File: src/rtl/if_fetch.sv
// if_fetch: instruction-fetch front end (PC, imem requests, epoch-tagged in-flight tracking, fetch buffer to if_id); ports: clk/rstn, hold/redirect inputs, imem req/gnt/rvalid bus, inst_o/inst_addr_o/inst_valid_o head of buffer
module if_fetch #(
  parameter logic [31:0] RESET_PC  = 32'h0000_0000,
  parameter int          BUF_DEPTH = 2,
  parameter logic [31:0] NOP_INST  = 32'h0000_0013
) (
  input  logic        clk,
  input  logic        rstn,
  input  logic [4:0]  hold_en_i,
  input  logic        prd_fail_i,
  input  logic        ex_jump_en_i,
  input  logic [31:0] ex_jump_addr_i,
  input  logic [31:0] ex_pc_i,
  input  logic        prd_jump_en_i,
  input  logic [31:0] prd_jump_addr_i,
  output logic        imem_req_o,
  output logic [31:0] imem_addr_o,
  input  logic        imem_gnt_i,
  input  logic        imem_rvalid_i,
  input  logic [31:0] imem_rdata_i,
  output logic [31:0] inst_o,
  output logic [31:0] inst_addr_o,
  output logic        inst_valid_o
);
  localparam int AW = $clog2(BUF_DEPTH);
  localparam int CW = AW + 1;
  logic [31:0] pc, pc_next, last_pc, redirect_pc;
  logic epoch, redirect, grant, rsp, buf_push, buf_pop;
  logic [32:0] tag_q [BUF_DEPTH];
  logic [63:0] buf_q [BUF_DEPTH];
  logic [AW-1:0] tag_wp, tag_rp, buf_wp, buf_rp;
  logic [CW-1:0] out_cnt, buf_cnt;
  logic [CW:0] credit;
  logic unused_hold;
  assign unused_hold = ^hold_en_i[4:2];
  always_comb begin
    redirect = prd_fail_i | prd_jump_en_i;
    redirect_pc = prd_fail_i ? (ex_jump_en_i ? ex_jump_addr_i : ex_pc_i + 32'd4) : prd_jump_addr_i;
    credit = {1'b0, out_cnt} + {1'b0, buf_cnt};
    imem_req_o = rstn & !hold_en_i[0] & !redirect & (credit < (CW+1)'(BUF_DEPTH));
    imem_addr_o = {pc[31:2], 2'b00};
    grant = imem_req_o & imem_gnt_i;
    rsp = imem_rvalid_i & (out_cnt != '0);
    buf_push = rsp & !redirect & (tag_q[tag_rp][32] == epoch);
    inst_valid_o = buf_cnt != '0;
    buf_pop = inst_valid_o & !hold_en_i[1] & !redirect;
    inst_o = inst_valid_o ? buf_q[buf_rp][31:0] : NOP_INST;
    inst_addr_o = inst_valid_o ? buf_q[buf_rp][63:32] : last_pc;
    pc_next = redirect ? redirect_pc : grant ? pc + 32'd4 : pc;
  end
  always_ff @(posedge clk) begin
    if (grant) tag_q[tag_wp] <= {epoch, imem_addr_o};
    if (buf_push) buf_q[buf_wp] <= {tag_q[tag_rp][31:0], imem_rdata_i};
  end
  always_ff @(posedge clk) begin
    if (!rstn) begin
      pc      <= RESET_PC;
      last_pc <= RESET_PC;
      epoch   <= 1'b0;
      tag_wp  <= '0;
      tag_rp  <= '0;
      out_cnt <= '0;
      buf_wp  <= '0;
      buf_rp  <= '0;
      buf_cnt <= '0;
    end else begin
      pc      <= pc_next;
      epoch   <= epoch ^ redirect;
      out_cnt <= out_cnt + CW'(grant) - CW'(rsp);
      if (grant) tag_wp <= tag_wp + AW'(1);
      if (rsp) tag_rp <= tag_rp + AW'(1);
      if (buf_push) buf_wp <= buf_wp + AW'(1);
      if (buf_pop) last_pc <= buf_q[buf_rp][63:32];
      // a flush realigns the read pointer instead of resetting both, so no push is lost mid-write
      if (redirect) begin
        buf_rp  <= buf_wp;
        buf_cnt <= '0;
      end else begin
        if (buf_pop) buf_rp <= buf_rp + AW'(1);
        buf_cnt <= buf_cnt + CW'(buf_push) - CW'(buf_pop);
      end
    end
  end
  assert property (@(posedge clk) disable iff (!rstn) !(buf_push && !buf_pop && buf_cnt == CW'(BUF_DEPTH)));
  assert property (@(posedge clk) disable iff (!rstn) !(grant && !rsp && out_cnt == CW'(BUF_DEPTH)));
endmodule

File: config.mk
export PLATFORM = sky130hd
export DESIGN_NAME = if_fetch
export DESIGN_NICKNAME = d
export VERILOG_FILES = /design/src/rtl/if_fetch.sv
export SDC_FILE = /design/constraint.sdc
export NUM_CORES = 1
export LEC_CHECK = 0
export CAP_MARGIN = 20
export CORE_MARGIN = 2
export CORE_UTILIZATION = 23
export CTS_CLUSTER_DIAMETER = 40
export DETAILED_ROUTE_END_ITERATION = 8
export GPL_TIMING_DRIVEN = 0
export SKIP_LAST_GASP = 1
export SLEW_MARGIN = 20
export SYNTH_ARGS = -nofsm -noshare
export SYNTH_HDL_FRONTEND = slang
export SYNTH_SLANG_ARGS = --single-unit
File: constraint.sdc
create_clock -name clk -period 5 [get_ports clk]
set_input_delay 0.5 -clock clk [delete_from_list [all_inputs] [get_ports clk]]
set_output_delay 0.5 -clock clk [all_outputs]
set_load 0.05 [all_outputs]
### Word-level counts from Yosys, hierarchy flattened

Memories as Yosys holds them, arrays and structs flattened. A register that Yosys moved wholly into a read port is not among the register bits.
Cells that the tools add are included.

| word-level totals | value |
|---|---|
| logic and storage cells | 60 |
| flip-flop bits (word level) | 73 |
| output and inout port bits | 98 |
| input bits | 140 |
| RAM bits | 190 |
| memories | 2 |

| cells by class | value |
|---|---|
| eq/ne operators | 1 |
| magnitude comparators | 1 |
| $add $sub $neg | 11 |
| muxes and demuxes | 16 |
| bitwise operators | 12 |
| reductions and logical operators | 8 |

Memories:

| memory | depth | bits a word | read ports | clocked after memory_dff | wr ports | line | RTL |
|---|---|---|---|---|---|---|---|
| buf_q | 2 | 64 | 1 | 1 | 1 | 30 | `logic [63:0] buf_q [BUF_DEPTH];` |
| tag_q | 2 | 31 | 1 | 1 | 1 | 29 | `logic [32:0] tag_q [BUF_DEPTH];` |

Operator list:

| operator | count |
|---|---|
| 2-to-1 mux 32 bit | 6 |
| adder 32 x 3 -> 32 bit, second input constant | 2 |
| 2-to-1 mux 1 bit | 10 |
| bitwise AND 1 bit | 9 |
| nonzero test 2 bit | 4 |
| adder 1 bit, second input constant | 4 |
| adder 2 x 1 -> 2 bit | 2 |
| subtractor 2 x 1 -> 2 bit | 2 |
| adder 2 x 2 -> 3 bit | 1 |
| logical NOT 1 bit | 3 |
| less-than comparator 3 x 2 -> 1 bit, second input constant | 1 |
| OR reduction 2 bit | 1 |
| == test 1 bit | 1 |
| NOT 1 bit | 1 |
| OR 1 bit | 1 |
| bitwise XOR 1 bit | 1 |

### Logic depth before layout (Yosys ltp)

| depth | value |
|---|---|
| depth in word-level cells | 7 |
| depth in mapped cells | 12 |
| mapped depth without buffers | 11 |

### Worst setup path after synthesis

No wires, ideal clock.

| timing | value |
|---|---|
| path type | input to register |
| start point | input port prd_jump_en_i |
| end point | memory buf_q[0][0] (enable) |
| path slack | 0.700 ns |
| library setup time | 0.482 ns |
| stages on the path | 4 |
| data required time | 4.518 ns |
| path buffers | 1 |
| arrival time | 3.817 ns |
| cells stage by stage | clkbuf_1 -> nor2_1 -> nand3_1 -> nor2_1 |

| on the way | value |
|---|---|
| word-level cells in the longest chain between the ends | 6 |

Ends and longest elaborated chain:

| element | line | RTL |
|---|---|---|
| start: declaration | 14 | `input logic prd_jump_en_i,` |
| OR 1 bit | 37 | `redirect = prd_fail_i \| prd_jump_en_i;` |
| logical NOT 1 bit | 44 | `buf_push = rsp & !redirect & (tag_q[tag_rp][32] == epoch);` |
| bitwise AND 1 bit (2 in a row) | 44 |  |
| 2-to-1 mux 1 bit | 53 | `if (buf_push) buf_q[buf_wp] <= {tag_q[tag_rp][31:0], imem_rdata_i};` |
| 2-to-1 mux 1 bit (not written as such) | 53 |  |
| end: declaration | 30 |  |

No other way between the ends.

### Final worst setup path

| timing | value |
|---|---|
| start point | input port prd_fail_i |
| end point | output port imem_req_o |

| on the way | value |
|---|---|
| word-level cells in the longest chain between the ends | 4 |

Ends and longest elaborated chain:

| element | line | RTL |
|---|---|---|
| start: declaration | 10 | `input logic prd_fail_i,` |
| OR 1 bit | 37 |  |
| logical NOT 1 bit | 40 | `imem_req_o = rstn & !hold_en_i[0] & !redirect & (credit < (CW+1)'(BUF_DEPTH));` |
| bitwise AND 1 bit (2 in a row) | 40 |  |
| end: declaration | 16 | `output logic imem_req_o,` |

No other way between the ends.

==> run summary <==
## Yosys
* share of synthesized registers carrying an async set or reset: 0%
* number of synthesized register bits: 257
* average cell area after synthesis: 12.1 sq um
* portion of the post-synthesis area used by sequential elements: 61.4%
* combined area of all synthesized cells: 0.0114 sq mm
* top_reg_cell synth: sky130_fd_sc_hd__edfxtp_1
* number of enable-type register cells in the synthesized netlist: 186
* number of distinct library cell variants in the gate-level netlist after synthesis: 57
* count of yosys warnings during synthesis: 0
* cell count after synthesis: 945

## Route
* violation count after the first detailed-routing iteration: 532
* average wire per cell in the routed design: 17.2 microns
* detailed-route via count: 8,322
* remaining antenna violation count: 0
* Routed WL: 33,000 microns
* DRC errors left: 0
* vias per std cell: 4.33
* number of search-and-repair iterations in the first detailed-routing pass: 5

## Floorplan
* Placeable Area: 0.0490 sq mm
* initial standard-cell utilization of the core: 23.3%
* Die Area: 0.0514 sq mm
* die extent in x: 227 microns
* vertical die dimension: 227 microns
* Core Rows: 81
* I/O pin count: 238

## Global route
* vias in the first global route: 8,228
* met3 Usage GRT: 4.08%
* overall overflow remaining after global route: 0
* most crowded layer after global routing: met2
* met1 global-route usage: 15.8%
* combined global-route utilization of all metal layers: 12.6%
* met2 routing resource usage after global routing: 20.8%
* pin count of the biggest net entering global routing: 21
* antenna violations before repair: 1
* first-pass GRT wire length: 48,900 microns

## Timing
* slew at the pin closest to its max-slew limit: 0.849 ns
* min cycle time layout: 3.93 ns
* share of the cycle needed by the critical path after routing: 78.5%
* Final Hold Vio Count: 0
* total setup violations reported at the end of the flow: 0
* final clock skew: 0.0225 ns
* final-layout worst hold slack: 0.497 ns
* normalized max-slew margin: 42.9%
* setup repair after global routing missed its margin: false
* Max Fclk: 255 MHz
* number of pins with negative max-slew slack in the final report: 0

## Final layout
* register area: 0.00701 sq mm
* net count of the finished layout: 1,369
* post-synthesis to final-layout area growth: 41.4%
* footprint of the multi-input gates: 0.00412 sq mm
* fraction of final layout cells with drive strength greater than 1: 10.8%
* Filler Cell Count: 4,896
* Layout Cells excl Fill: 1,920

## Clock network
* Max Root-Sink Buffers: 3
* number of buffers created by CTS: 42
* hold bufs inserted after CTS: 0
* post-CTS setup buffer count: 0
* CTS tree: done
* clock transition at the register clock pins on the worst setup and hold paths after CTS: 0.05 ns
* Root Buffer: sky130_fd_sc_hd__clkbuf_16
* worst-skew pair later-pin latency: 0.54 ns
* total clock sinks: 257
* post-cts gate resize count: 0
* H-tree depth: 2

## Critical path
* crit path DAT: 3.43 ns
* CP max FO: 10
* Critical Path Sink Type: primary output
* crit path launch type: primary input
* required time at the worst-slack endpoint: 4.50 ns
* critical setup path kind: in -> out

## Pwr
* P_leak: 5.28 nW
* P per Cell Area: 371 mW/mm^2
* VDD IR-drop max: 0.201 mV

## Placement
* Port-buffer cells: 222
* placed instance count: 1,842
* final HPWL from detailed placement: 25,500 microns
* routability congestion estimate: 0.880

## Worst hold path
* path type of the worst min-delay path: reg -> reg

## Run
* Max Cap Viol: 0

## Status
* run status: finished clean

==> worst max-delay path, cell delays in order <==
cell and delay [ns]:
sky130_fd_sc_hd__clkdlybuf4s50_1 0.50, sky130_fd_sc_hd__nor2_1 0.63, sky130_fd_sc_hd__clkbuf_1 0.50, sky130_fd_sc_hd__nand2_1 0.16
sky130_fd_sc_hd__nor2_1 0.22, sky130_fd_sc_hd__clkdlybuf4s50_1 0.91
==> final cells by class <==
class	count	share of cell area [%]
multi-input cells	614	25.6
inverters	21	0.489
well taps	664	5.15
diodes	1	0.0155
plain buffers	56	1.49
clock buffers	47	6.63
repair buffers	230	15.1
flip-flops and latches	257	43.4
clock inverters	30	2.10
==> registers in the layout, summed over array words and instances (netlist names), named ones only <==
signal	count
buf_q	124
tag_q	62
last_pc	30
pc	30
buf_cnt	2
out_cnt	2
buf_rp	1
buf_wp	1
epoch	1
tag_rp	1
tag_wp	1
==> routing by layer <==
metal | routed length, microns | vias up | share of wire, %
met5 | 0 | - | 0
met4 | 586 | 0 | 1.8
met3 | 3050 | 37 | 9.2
met2 | 15100 | 299 | 46
met1 | 14300 | 3928 | 43
li1 | - | 4058 | -
==> cell usage in the layout (no fill, tap or decap), drive strengths merged, types with 6 or more instances in the layout <==
| master | count |
|---|---|
| clkdlybuf4s50 | 222 |
| edfxtp | 186 |
| a21oi | 58 |
| buf | 26 |
| nand4 | 20 |
| o22ai | 8 |
| ha | 6 |
| nor3 | 20 |
| xor2 | 25 |
| nor2 | 137 |
| and3 | 7 |
| nor4 | 8 |
| and4 | 7 |
| mux2 | 30 |
| o211ai | 10 |
| clkinvlp | 7 |
| a211oi | 33 |
| o21ai | 12 |
| nand2 | 40 |
| nand3 | 28 |
| clkinv | 13 |
| dfxtp | 71 |
| mux2i | 77 |
| xnor2 | 33 |
| clkbuf | 85 |
| inv | 27 |
==> worst paths after layout <==
path,start,endpoint,slack (ns),cells past startpoint
setup / recovery,prd_fail_i,imem_req_o,1.07,6
hold / removal,last_pc[8],last_pc[8],0.50,2
setup reg to reg,buf_cnt[0],tag_q[1][16],1.91,10
hold reg to reg,last_pc[8],last_pc[8],0.50,2
==> stage by stage <==
step / instance area, sq um / power (mW) / setup WS, ns / TNS [ns] / util, %
final: 16100 / 5.98 / 1.07 / 0 / 33.0
after global routing: 16100 / 6.21 / 0.879 / 0 / 33.0
after CTS: 16100 / 6.05 / 1.00 / 0 / 33.0
after detailed placement: 14700 / 3.20 / 1.15 / 0 / 30.1
after global placement: 14500 / 3.19 / -1.75 / -215.27 / 29.6
after floorplan: 11400 / 2.89 / 0.700 / 0 / -
==> cells by family (layout without fill, tap and decap cells) <==
group                    after synthesis  in the layout  synth area share [%]
XOR/XNOR                              58             58                  4.45
buffers and inverters                 77            384                  2.80
flip-flops                           257            257                  61.4
multiplexers                         107            107                  9.71
AO/OA/AOI/OAI                        150            150                  8.59
other                                  1              5                0.0329
AND/OR/NAND/NOR                      288            288                  12.2
adder cells (fa/ha/maj)                7              7                 0.833
==> synth_stat cells, types with 19 or more instances <==
cell	n	area, sq um
sky130_fd_sc_hd__clkbuf_1	38	143
sky130_fd_sc_hd__a211oi_1	33	248
sky130_fd_sc_hd__inv_1	19	71.3
sky130_fd_sc_hd__nand2_1	39	146
sky130_fd_sc_hd__mux2_2	30	338
sky130_fd_sc_hd__edfxtp_1	186	5590
sky130_fd_sc_hd__xnor2_1	33	289
sky130_fd_sc_hd__dfxtp_1	71	1420
sky130_fd_sc_hd__a21oi_1	57	285
sky130_fd_sc_hd__nor2_1	136	510
sky130_fd_sc_hd__mux2i_1	77	771
sky130_fd_sc_hd__nand3_1	28	140
sky130_fd_sc_hd__xor2_1	25	219
==> power by group <==
group	switching [mW]	leakage (nW)	internal, mW	total [mW]
logic	0.396	2.35	0.319	0.716
clock network	1.04	0.667	1.78	2.83
registers	0.0641	2.26	2.38	2.44
Power figures use the tool's default switching activity.
